### config.mk
export PLATFORM = sky130hd
export DESIGN_NAME = jtdd_gfxrom_flat
export DESIGN_NICKNAME = d
export VERILOG_FILES = /design/src/rtl/jtdd_gfxrom_if.sv /design/src/rtl/jtdd_gfxrom.sv /design/src/flat_wrapper.sv
export SDC_FILE = /design/constraint.sdc
export NUM_CORES = 1
export LEC_CHECK = 0
export ABC_AREA = 1
export BUFFER_PORTS_ARGS = -buffer_cell sky130_fd_sc_hd__buf_2
export CORE_MARGIN = 5
export CORE_UTILIZATION = 60
export DETAILED_ROUTE_END_ITERATION = 12
export PLACE_DENSITY = 0.94
export SLEW_MARGIN = 20
export SYNTH_ARGS = -nofsm -noshare
export SYNTH_HDL_FRONTEND = slang
export SYNTH_SLANG_ARGS = --single-unit
### constraint.sdc
create_clock -name clk -period 11.2 [get_ports clk]
set_input_delay 1.68 -clock clk [delete_from_list [all_inputs] [get_ports clk]]
set_output_delay 1.68 -clock clk [all_outputs]
set_load 0.02 [all_outputs]
### src/rtl/jtdd_gfxrom_if.sv
// ---------------------------------------------------------------------------
// jtdd_gfxrom_if
//   Memory-side read port between jtdd_gfxrom and the SDRAM controller.
//
//   mem_req   master->slave  read request, held until mem_rdy
//   mem_addr  master->slave  22-bit word address, stable while mem_req=1
//   mem_rdy   slave->master  one-cycle strobe: mem_data valid, request done
//   mem_data  slave->master  16-bit read word
// ---------------------------------------------------------------------------
interface jtdd_gfxrom_if;
    logic        mem_req;
    logic [21:0] mem_addr;
    logic        mem_rdy;
    logic [15:0] mem_data;

    modport master (
        output mem_req,
        output mem_addr,
        input  mem_rdy,
        input  mem_data
    );

    modport slave (
        input  mem_req,
        input  mem_addr,
        output mem_rdy,
        output mem_data
    );
endinterface

### src/rtl/jtdd_gfxrom.sv
// ---------------------------------------------------------------------------
// jtdd_gfxrom
//   Graphics ROM responder for the Double Dragon video path. Serves the char
//   (8-bit), scroll (16-bit) and object (16-bit) fetch ports from a one-word
//   cache per port, and refills them through a single 16-bit memory read port
//   with a req/rdy handshake. Only one memory request is ever outstanding.
//
//   Ports:
//     clk, rst               clock; asynchronous active-high reset
//     char_addr/data/ok      char byte address, byte, valid flag
//     scr_addr/data/ok       scroll word address, word, valid flag
//     obj_addr/data/ok       object word address, word, valid flag
//     mem (master modport)   mem_req/mem_addr out, mem_rdy/mem_data in
//
//   Parameters: CHAR_OFFSET, SCR_OFFSET, OBJ_OFFSET - word offsets of each
//   ROM region in memory (address sum wraps modulo 2^22).
//
//   Build option: JTDD_GFXROM_OBJPRIO_EN selects fixed priority
//   obj > scr > char. Without it, ports are served round-robin
//   char -> scr -> obj -> char, starting after the last-served port.
// ---------------------------------------------------------------------------
module jtdd_gfxrom #(
    parameter logic [21:0] CHAR_OFFSET = 22'h00000,
    parameter logic [21:0] SCR_OFFSET  = 22'h08000,
    parameter logic [21:0] OBJ_OFFSET  = 22'h28000
) (
    input  logic                 clk,
    input  logic                 rst,

    input  logic [15:0]          char_addr,
    output logic [7:0]           char_data,
    output logic                 char_ok,

    input  logic [16:0]          scr_addr,
    output logic [15:0]          scr_data,
    output logic                 scr_ok,

    input  logic [18:0]          obj_addr,
    output logic [15:0]          obj_data,
    output logic                 obj_ok,

    jtdd_gfxrom_if.master        mem
);

    typedef enum logic {
        ST_IDLE,
        ST_WAIT
    } state_t;

    typedef enum logic [1:0] {
        PORT_CHAR,
        PORT_SCR,
        PORT_OBJ
    } port_t;

    // FSM and request registers
    state_t      state_q,    state_d;
    port_t       win_q,      win_d;
    logic [18:0] pend_tag_q, pend_tag_d;
    logic        req_q,      req_d;
    logic [21:0] addr_q,     addr_d;

`ifndef JTDD_GFXROM_OBJPRIO_EN
    port_t       last_q,     last_d;
`endif

    // Per-port cache: tag, valid, data
    logic [14:0] char_tag_q, char_tag_d;
    logic        char_vld_q, char_vld_d;
    logic [15:0] char_dat_q, char_dat_d;

    logic [16:0] scr_tag_q,  scr_tag_d;
    logic        scr_vld_q,  scr_vld_d;
    logic [15:0] scr_dat_q,  scr_dat_d;

    logic [18:0] obj_tag_q,  obj_tag_d;
    logic        obj_vld_q,  obj_vld_d;
    logic [15:0] obj_dat_q,  obj_dat_d;

    // Combinational port status
    logic        char_pend, scr_pend, obj_pend, any_pend;
    logic [21:0] char_maddr, scr_maddr, obj_maddr;
    port_t       grant;

    // ok drops in the same cycle the address moves off the stored tag
    assign char_ok   = char_vld_q && (char_addr[15:1] == char_tag_q);
    assign scr_ok    = scr_vld_q  && (scr_addr        == scr_tag_q);
    assign obj_ok    = obj_vld_q  && (obj_addr        == obj_tag_q);

    assign char_pend = !char_ok;
    assign scr_pend  = !scr_ok;
    assign obj_pend  = !obj_ok;
    assign any_pend  = char_pend || scr_pend || obj_pend;

    // One fetch serves both bytes of a char word
    assign char_data = char_addr[0] ? char_dat_q[15:8] : char_dat_q[7:0];
    assign scr_data  = scr_dat_q;
    assign obj_data  = obj_dat_q;

    assign char_maddr = CHAR_OFFSET + {7'd0, char_addr[15:1]};
    assign scr_maddr  = SCR_OFFSET  + {5'd0, scr_addr};
    assign obj_maddr  = OBJ_OFFSET  + {3'd0, obj_addr};

    assign mem.mem_req  = req_q;
    assign mem.mem_addr = addr_q;

    // Arbitration: only meaningful when any_pend is set
    always_comb begin
        grant = PORT_CHAR;
`ifdef JTDD_GFXROM_OBJPRIO_EN
        if (obj_pend)       grant = PORT_OBJ;
        else if (scr_pend)  grant = PORT_SCR;
        else                grant = PORT_CHAR;
`else
        // Search begins with the port after the one served last
        case (last_q)
            PORT_CHAR: begin
                if (scr_pend)       grant = PORT_SCR;
                else if (obj_pend)  grant = PORT_OBJ;
                else                grant = PORT_CHAR;
            end
            PORT_SCR: begin
                if (obj_pend)       grant = PORT_OBJ;
                else if (char_pend) grant = PORT_CHAR;
                else                grant = PORT_SCR;
            end
            default: begin
                if (char_pend)      grant = PORT_CHAR;
                else if (scr_pend)  grant = PORT_SCR;
                else                grant = PORT_OBJ;
            end
        endcase
`endif
    end

    // Next-state logic
    always_comb begin
        state_d    = state_q;
        win_d      = win_q;
        pend_tag_d = pend_tag_q;
        req_d      = req_q;
        addr_d     = addr_q;
`ifndef JTDD_GFXROM_OBJPRIO_EN
        last_d     = last_q;
`endif
        char_tag_d = char_tag_q;
        char_vld_d = char_vld_q;
        char_dat_d = char_dat_q;
        scr_tag_d  = scr_tag_q;
        scr_vld_d  = scr_vld_q;
        scr_dat_d  = scr_dat_q;
        obj_tag_d  = obj_tag_q;
        obj_vld_d  = obj_vld_q;
        obj_dat_d  = obj_dat_q;

        case (state_q)
            ST_IDLE: begin
                // mem_rdy is deliberately not looked at here
                if (any_pend) begin
                    win_d   = grant;
`ifndef JTDD_GFXROM_OBJPRIO_EN
                    last_d  = grant;
`endif
                    req_d   = 1'b1;
                    state_d = ST_WAIT;
                    case (grant)
                        PORT_CHAR: begin
                            pend_tag_d = {4'd0, char_addr[15:1]};
                            addr_d     = char_maddr;
                        end
                        PORT_SCR: begin
                            pend_tag_d = {2'd0, scr_addr};
                            addr_d     = scr_maddr;
                        end
                        default: begin
                            pend_tag_d = obj_addr;
                            addr_d     = obj_maddr;
                        end
                    endcase
                end
            end

            ST_WAIT: begin
                // The snapshot tag is stored even if the port address has
                // since moved; the port then stays pending and re-requests.
                if (mem.mem_rdy) begin
                    req_d   = 1'b0;
                    state_d = ST_IDLE;
                    case (win_q)
                        PORT_CHAR: begin
                            char_tag_d = pend_tag_q[14:0];
                            char_dat_d = mem.mem_data;
                            char_vld_d = 1'b1;
                        end
                        PORT_SCR: begin
                            scr_tag_d  = pend_tag_q[16:0];
                            scr_dat_d  = mem.mem_data;
                            scr_vld_d  = 1'b1;
                        end
                        default: begin
                            obj_tag_d  = pend_tag_q;
                            obj_dat_d  = mem.mem_data;
                            obj_vld_d  = 1'b1;
                        end
                    endcase
                end
            end

            default: state_d = ST_IDLE;
        endcase
    end

    always_ff @(posedge clk or posedge rst) begin
        if (rst) begin
            state_q    <= ST_IDLE;
            win_q      <= PORT_CHAR;
            pend_tag_q <= '0;
            req_q      <= 1'b0;
            addr_q     <= '0;
`ifndef JTDD_GFXROM_OBJPRIO_EN
            last_q     <= PORT_OBJ;
`endif
            char_tag_q <= '0;
            char_vld_q <= 1'b0;
            char_dat_q <= '0;
            scr_tag_q  <= '0;
            scr_vld_q  <= 1'b0;
            scr_dat_q  <= '0;
            obj_tag_q  <= '0;
            obj_vld_q  <= 1'b0;
            obj_dat_q  <= '0;
        end else begin
            state_q    <= state_d;
            win_q      <= win_d;
            pend_tag_q <= pend_tag_d;
            req_q      <= req_d;
            addr_q     <= addr_d;
`ifndef JTDD_GFXROM_OBJPRIO_EN
            last_q     <= last_d;
`endif
            char_tag_q <= char_tag_d;
            char_vld_q <= char_vld_d;
            char_dat_q <= char_dat_d;
            scr_tag_q  <= scr_tag_d;
            scr_vld_q  <= scr_vld_d;
            scr_dat_q  <= scr_dat_d;
            obj_tag_q  <= obj_tag_d;
            obj_vld_q  <= obj_vld_d;
            obj_dat_q  <= obj_dat_d;
        end
    end

endmodule

### src/flat_wrapper.sv
// flat-port wrapper written by rule: the top's interface ports become plain ports
module jtdd_gfxrom_flat 
#(
    parameter logic [21:0] CHAR_OFFSET = 22'h00000,
    parameter logic [21:0] SCR_OFFSET  = 22'h08000,
    parameter logic [21:0] OBJ_OFFSET  = 22'h28000
)
  (clk, rst, char_addr, char_data, char_ok, scr_addr, scr_data, scr_ok, obj_addr, obj_data, obj_ok, mem_mem_req, mem_mem_addr, mem_mem_rdy, mem_mem_data);
  jtdd_gfxrom_if mem_i ();
  input  logic clk;
  input  logic rst;
  input  logic [15:0] char_addr;
  output logic [7:0] char_data;
  output logic char_ok;
  input  logic [16:0] scr_addr;
  output logic [15:0] scr_data;
  output logic scr_ok;
  input  logic [18:0] obj_addr;
  output logic [15:0] obj_data;
  output logic obj_ok;
  output wire logic [$bits(mem_i.mem_req)-1:0] mem_mem_req;
  output wire logic [$bits(mem_i.mem_addr)-1:0] mem_mem_addr;
  input wire logic [$bits(mem_i.mem_rdy)-1:0] mem_mem_rdy;
  input wire logic [$bits(mem_i.mem_data)-1:0] mem_mem_data;
  assign mem_mem_req = mem_i.mem_req;
  assign mem_mem_addr = mem_i.mem_addr;
  assign mem_i.mem_rdy = mem_mem_rdy;
  assign mem_i.mem_data = mem_mem_data;
  jtdd_gfxrom #(.CHAR_OFFSET(CHAR_OFFSET), .SCR_OFFSET(SCR_OFFSET), .OBJ_OFFSET(OBJ_OFFSET)) u_core (.clk(clk), .rst(rst), .char_addr(char_addr), .char_data(char_data), .char_ok(char_ok), .scr_addr(scr_addr), .scr_data(scr_data), .scr_ok(scr_ok), .obj_addr(obj_addr), .obj_data(obj_data), .obj_ok(obj_ok), .mem(mem_i));
endmodule
==> impl_metrics.env, run 1 <==
export IMPL_status="completed"
export IMPL_final_area_um2=8030
export IMPL_drc=0
export IMPL_first_pass_iters=5
export IMPL_cts_clk_slew_worst_paths_ps=50
export IMPL_yosysMostFrequentCell="nand2_1"
export IMPL_async_reset_ff_share_pct=100
export IMPL_setup_violations_final=0
export IMPL_yosys_top_cells_area="dfrtp_1, nand2_1, o21ai_0"
export IMPL_hold_violations=0
export IMPL_htreeDepth=4
export IMPL_power_leakage_nw=4.53
export IMPL_antenna_found_initial=0
export IMPL_endpoint_kind="primary output"
export IMPL_p_per_area_nw_per_um2=294
export IMPL_synth_main_ff_cell="dfrtp_1"
export IMPL_slew_viol_final=0
export IMPL_synthDistinctLibCells=34
export IMPL_grt_pass1_wl_um=29800
export IMPL_period_share_pct=39.3
export IMPL_track_usage_pct=28.6
export IMPL_drive_gt1_share_pct=19.8
export IMPL_io_buffers=134
export IMPL_tightest_slew_ps=880
export IMPL_avgSynthCellArea_um2=7.39
export IMPL_viasPerCell=5.32
export IMPL_tns_ps=0
export IMPL_syn_area_um2=6840
export IMPL_yosysWarnings=0
export IMPL_cts_root_buf="clkbuf_16"
export IMPL_final_nets=1108
export IMPL_rsz0062_at_grt="false"
export IMPL_hold_slack_ps=477
export IMPL_routed_via_count=6339
export IMPL_die_h_um=117
export IMPL_synthTopCellsByCount="nand2_1, inv_1, dfrtp_1"
export IMPL_rows=39
export IMPL_core_um2=11300
export IMPL_cts_tree="built"
export IMPL_clock_sinks=131
export IMPL_synth_top_area_share_pct=47.5
export IMPL_relSlewSlack_pct=41.3
export IMPL_gr_total_overflow=0
export IMPL_hpwlAfterDp_um=13200
export IMPL_finalWirelength_um=18600
export IMPL_maxCapViolations=0
export IMPL_power_mw=2.36
export IMPL_ys_seq_area_share_pct=47.9
export IMPL_seqCellArea_um2=3280
export IMPL_wire_per_inst_um=15.6
export IMPL_initial_core_util_pct=60.4
export IMPL_clockBufferDepth=2
export IMPL_fp_dieArea_um2=13600
export IMPL_grt_max_degree=75
export IMPL_yosys_area_top_type="dfrtp_1"
export IMPL_cp_max_fo=3
export IMPL_area_delta_synth_final_pct=17.4
export IMPL_routabilityCongestion=1.02
export IMPL_cts_setup_buffers=0
export IMPL_cts_buffers_inserted=17
export IMPL_grt_pass1_vias=6018
export IMPL_cp_start_kind="input port"
export IMPL_ios=137
export IMPL_cts_hold_buf=0
export IMPL_worstPathRequired_ps=9520
export IMPL_fmax_ghz=0.227
export IMPL_skew_ps=8.24
export IMPL_multi_input_area_um2=2800
export IMPL_synth_edf_count=0
export IMPL_diodes=0
export IMPL_arrival_ps=2730
export IMPL_path_class="in2out"
export IMPL_worstSkewPairLatency_ps=420
export IMPL_die_w_um=117
export IMPL_syn_inst=926
export IMPL_min_period_ps=4410
export IMPL_cts_resized=0
export IMPL_nFillCells=888
export IMPL_vdd_drop_max_mv=0.178
export IMPL_postRouteAntennaNets=0
export IMPL_hold_class="reg2reg"
export IMPL_drt_iter0_drc=675
export IMPL_synth_seq_cells=131
export IMPL_placed_area_um2=7440
## state kept, by name, indices dropped and copies added, names as in the netlist
name                 cells
u_core.pend_tag_q       19
u_core.obj_vld_q         1
u_core.char_tag_q       15
u_core.char_dat_q       16
u_core.scr_tag_q        17
u_core.mem.mem_addr      5
u_core.char_vld_q        1
u_core.win_q             1
u_core.scr_data         16
u_core.mem.mem_req       1
u_core.obj_data         16
u_core.obj_tag_q        19
u_core.state_q           1
u_core.last_q            2
u_core.scr_vld_q         1
## logic make-up after synthesis
logic type                 after synthesis  share of synthesized area [%]
other                                    1                         0.0548
adders and majority gates                2                          0.366
AOI/OAI and AO/OA                      144                           10.9
buffers and inverters                  184                           11.5
and+or+nand+nor                        449                           27.0
xor gates and xnor gates                 7                          0.896
DFF                                    131                           47.9
muxes                                    8                           1.32
## cell usage in the layout, fill, tap and decap left out, types with 8 or more instances in the layout
cell	n
dfrtp_1	130
nand3_1	13
buf_2	134
nor2_1	78
nand2_1	329
a21oi_1	20
clkbuf_16	17
mux2_2	8
o21ai_0	105
inv_1	132
o21ai_1	11
## power by group
group	switching [mW]	internal [mW]	total, mW
combinational	0.671	0.313	0.984
clock	0.211	0.323	0.534
sequential	0.150	0.694	0.844
total	1.03	1.33	2.36
## layer usage
metal / global-route usage (%) / wire length, um / vias to the layer above
li1: - / - / 3045
met1: 36.8 / 7310 / 2919
met2: 45.7 / 8710 / 327
met3: 8.02 / 1950 / 48
met4: 12.1 / 610 / 0
met5: 0 / 0 / -
## worst max-delay path, stage by stage
cell and delay, ps:
buf_2 110, inv_1 40, nand2_1 40, nand2_1 100, nor2_1 140, nand2_1 60
nor2_1 140, nand2_1 130, inv_1 120, buf_2 170
## stage by stage
stage	utilization, %	std cells	setup slack (ps)
finish	70.9	1191	6790
floorplan	-	927	6020
global placement	65.7	1159	6810
CTS	70.8	1191	6800
global route	70.9	1191	6670
detailed placement	65.7	1159	6810
## path summary, 6_finish.rpt
path	start	cells past startpoint	end	slack, ps
max	char_addr[3]	10	char_ok	6790
min	u_core.scr_vld_q$_DFFE_PP0P_	2	u_core.scr_vld_q$_DFFE_PP0P_	480
max reg2reg	u_core.char_tag_q[6]$_DFFE_PP0P_	14	u_core.pend_tag_q[4]$_DFFE_PP0P_	8680
min reg2reg	u_core.scr_vld_q$_DFFE_PP0P_	2	u_core.scr_vld_q$_DFFE_PP0P_	480
max in group asynchronous	rst	3	u_core.char_tag_q[4]$_DFFE_PP0P_	8460
min in group asynchronous	rst	2	u_core.scr_data[7]$_DFFE_PP0P_	1470
## final cells by class
cell class | count | area share (%)
sequential | 131 | 40.8
multi-input combinational | 612 | 34.9
timing repair buffer | 135 | 8.44
inverter | 138 | 6.48
clock buffer | 21 | 5.86
tap | 143 | 2.23
clock inverter | 11 | 1.29
Power figures use the tool's default switching activity.
==> run 2, diff against run 1 <==
Settings changed: ABC_AREA 1 to 0, CORE_UTILIZATION 60 to 49, PLACE_DENSITY 0.94 to 0.84.
Clock period 11.2 ns to 3.8 ns, I/O delays scaled along.
==> run 2 against run 1 <==
  * Via count down 31%
  * Utilization is 9.3 points lower
  * Synthesized cell count shrank 48%
  * Sequential share of layout area up 3.1 points
==> impl_metrics.env, run 2 <==
export IMPL_status="completed"
export IMPL_drt_iter0_drc=271
export IMPL_cts_root_buf="clkbuf_16"
export IMPL_rrSetupSlack_ps=1030
export IMPL_antenna_found_initial=3
export IMPL_cts_resized=0
export IMPL_vdd_drop_max_mv=0.542
export IMPL_synth_top_family_by_area="multiplexers"
export IMPL_synth_xor_area_share_pct=7.62
export IMPL_p_per_area_nw_per_um2=792
export IMPL_finalWirelength_um=15500
export IMPL_die_h_um=122
export IMPL_worstPathRequired_ps=4150
export IMPL_yosysWarnings=0
export IMPL_syn_inst=484
export IMPL_skew_ps=10.0
export IMPL_arrival_ps=3120
export IMPL_synth_compound_area_share_pct=6.26
export IMPL_swShare_pct=34.2
export IMPL_drive_gt1_share_pct=47.8
export IMPL_die_w_um=122
export IMPL_nFillCells=961
export IMPL_final_cell_mix="buf_2, dfrtp_1, mux2_2, xnor2_1"
export IMPL_layout_commonest_cell="buf_2"
export IMPL_yosys_top_cells_area="dfrtp_1, mux2_2, xnor2_1"
export IMPL_cp_start_kind="flop"
export IMPL_synthDistinctLibCells=41
export IMPL_cp_slowest_stage_delay_ps=580
export IMPL_hpwlAfterDp_um=11100
export IMPL_power_leakage_nw=3.30
export IMPL_postRouteAntennaNets=0
export IMPL_p_int_mw=3.89
export IMPL_clockBufferDepth=2
export IMPL_cts_hold_buf=0
export IMPL_io_buffers=134
export IMPL_clkPwrFrac_pct=28.1
export IMPL_core_um2=12100
export IMPL_wire_per_inst_um=19.5
export IMPL_cts_tree="built"
export IMPL_power_switching_mw=2.02
export IMPL_slew_viol_final=0
export IMPL_cts_clk_slew_worst_paths_ps=60
export IMPL_final_nets=685
export IMPL_synth_seq_cells=131
export IMPL_setup_violations_final=0
export IMPL_first_pass_iters=5
export IMPL_rows=40
export IMPL_maxCapViolations=0
export IMPL_routed_via_count=4386
export IMPL_clock_sinks=131
export IMPL_rsz0062_at_grt="false"
export IMPL_grt_pass1_vias=4762
export IMPL_relSlewSlack_pct=47.4
export IMPL_tightest_slew_ps=789
export IMPL_multi_input_area_um2=2590
export IMPL_async_reset_ff_share_pct=100
export IMPL_grt_pass1_wl_um=24800
export IMPL_tns_ps=0
export IMPL_cts_buffers_inserted=17
export IMPL_seqCellArea_um2=3280
export IMPL_yosys_area_top_type="dfrtp_1"
export IMPL_fp_dieArea_um2=14800
export IMPL_synthMuxAreaShare_pct=19.8
export IMPL_combPwrFrac_pct=32.3
export IMPL_cp_max_fo=17
export IMPL_cp_cell_sequence="xnor2_1, nand4_1, or4_4, clkinv_2, and3_4, a21o_1, buf_4, a221oi_1, a21oi_1"
export IMPL_synthTopCellsByCount="dfrtp_1, mux2_2, xnor2_1"
export IMPL_yosys_area_share_adder_pct=0.411
export IMPL_htreeDepth=4
export IMPL_grt_max_degree=84
export IMPL_endpoint_kind="flop"
export IMPL_path_class="reg2reg"
export IMPL_avgSynthCellArea_um2=12.6
export IMPL_cp_slowest_cell="or4_4"
export IMPL_synth_main_ff_cell="dfrtp_1"
export IMPL_hold_class="in2async"
export IMPL_reg_top3="u_core.obj_tag_q: 19 flops, u_core.pend_tag_q: 19 flops, u_core.scr_tag_q: 17 flops"
export IMPL_area_delta_synth_final_pct=22.6
export IMPL_viasPerCell=5.52
export IMPL_syn_area_um2=6090
export IMPL_yosysMostFrequentCell="dfrtp_1"
export IMPL_min_period_ps=2770
export IMPL_worstSkewPairLatency_ps=420
export IMPL_period_share_pct=72.8
export IMPL_pwr_share_seq_pct=39.6
export IMPL_fmax_ghz=0.361
export IMPL_initial_core_util_pct=50.3
export IMPL_routabilityCongestion=0.862
export IMPL_synth_top_area_share_pct=53.4
export IMPL_yosys_area_share_simple_pct=8.13
export IMPL_power_mw=5.92
export IMPL_cts_setup_buffers=0
export IMPL_drc=0
export IMPL_gr_total_overflow=0
export IMPL_synth_edf_count=0
export IMPL_track_usage_pct=21.9
export IMPL_ys_seq_area_share_pct=53.8
export IMPL_hold_violations=0
export IMPL_ios=137
-- run 2: cell count changes after synthesis, moves of 10 or more --
cell / change
mux2_2: +99
o21ai_1: -10
o21ai_0: -102
nand3_1: -10
inv_1: -132
a221oi_1: +19
xor2_1: +23
xnor2_1: +23
nand2_1: -305
nor4_1: +10
nor2_1: -51
-- run 2: final timing paths --
check                                                 start                                 to  cells after the start
hold / removal                                          rst    u_core.obj_data[13]$_DFFE_PP0P_                      2
min in group clk                               char_addr[8]   u_core.pend_tag_q[7]$_DFFE_PP0P_                      3
setup / recovery           u_core.char_tag_q[9]$_DFFE_PP0P_  u_core.pend_tag_q[11]$_DFFE_PP0P_                      9
setup reg to reg           u_core.char_tag_q[9]$_DFFE_PP0P_  u_core.pend_tag_q[11]$_DFFE_PP0P_                      9
hold reg to reg               u_core.char_vld_q$_DFFE_PP0P_      u_core.char_vld_q$_DFFE_PP0P_                      1
max in group asynchronous                               rst   u_core.char_dat_q[1]$_DFFE_PP0P_                      3
-- run 2: area by class of cell --
class	count	area share, %
antenna	2	0.0670
multi-input combinational	314	34.7
inverter	2	0.168
timing repair buffer	146	10.4
sequential	131	43.9
clock buffer	18	5.88
clock inverter	13	2.14
tap	168	2.81
-- run 2: kinds of logic (layout without fill, tap and decap cells) --
logic type | after synthesis | count (layout)
AOI/OAI and AO/OA | 53 | 53
xor gates and xnor gates | 53 | 53
adders and majority gates | 2 | 2
buffers and inverters | 40 | 179
DFF | 131 | 131
muxes | 107 | 107
other | 1 | 4
and+or+nand+nor | 97 | 97
-- run 2: stage by stage --
| step | worst slack (ps) | hold slack (ps) | instances | cell area (um^2) | utilization (%) |
|---|---|---|---|---|---|
| 2_1_floorplan | 1240 | 439 | 485 | 6100 | - |
| 3_3_place_gp | 902 | 451 | 761 | 6860 | 56.7 |
| 3_5_place_dp | 794 | 464 | 761 | 6860 | 56.7 |
| 4_1_cts | 1060 | 29.2 | 792 | 7460 | 61.6 |
| 5_1_grt | 871 | 44.2 | 793 | 7470 | 61.6 |
| 6_report | 1030 | 43.5 | 794 | 7470 | 61.7 |
-- run 2: metal layers --
| layer | vias up | wire [um] | global-route usage, % | part of all wire [%] |
|---|---|---|---|---|
| met5 | - | 25 | 0 | 0.16 |
| met3 | 41 | 1500 | 7.88 | 9.7 |
| met1 | 2158 | 6430 | 27.7 | 42 |
| met4 | 4 | 438 | 10.6 | 2.8 |
| li1 | 1976 | - | - | - |
| met2 | 207 | 7060 | 33.5 | 46 |
-- run 2: power groups by stage --
| stage | sequential [mW] | combinational [mW] | clock, mW |
|---|---|---|---|
| detailed placement | 2.36 | 1.91 | 0 |
| global placement | 2.32 | 1.86 | 0 |
| finish | 2.34 | 1.91 | 1.66 |
| floorplan | 2.46 | 1.20 | 0 |
| global route | 2.41 | 2.06 | 1.76 |
| CTS | 2.34 | 1.92 | 1.68 |
-- run 2: critical path, delay by kind of cell, from the launching register on --
| family | cells | cell delay [ps] |
|---|---|---|
| compound gates | 3 | 640 |
| buf+inv | 2 | 410 |
| flops | 1 | 390 |
| simple gates | 3 | 930 |
| xor+xnor | 1 | 320 |
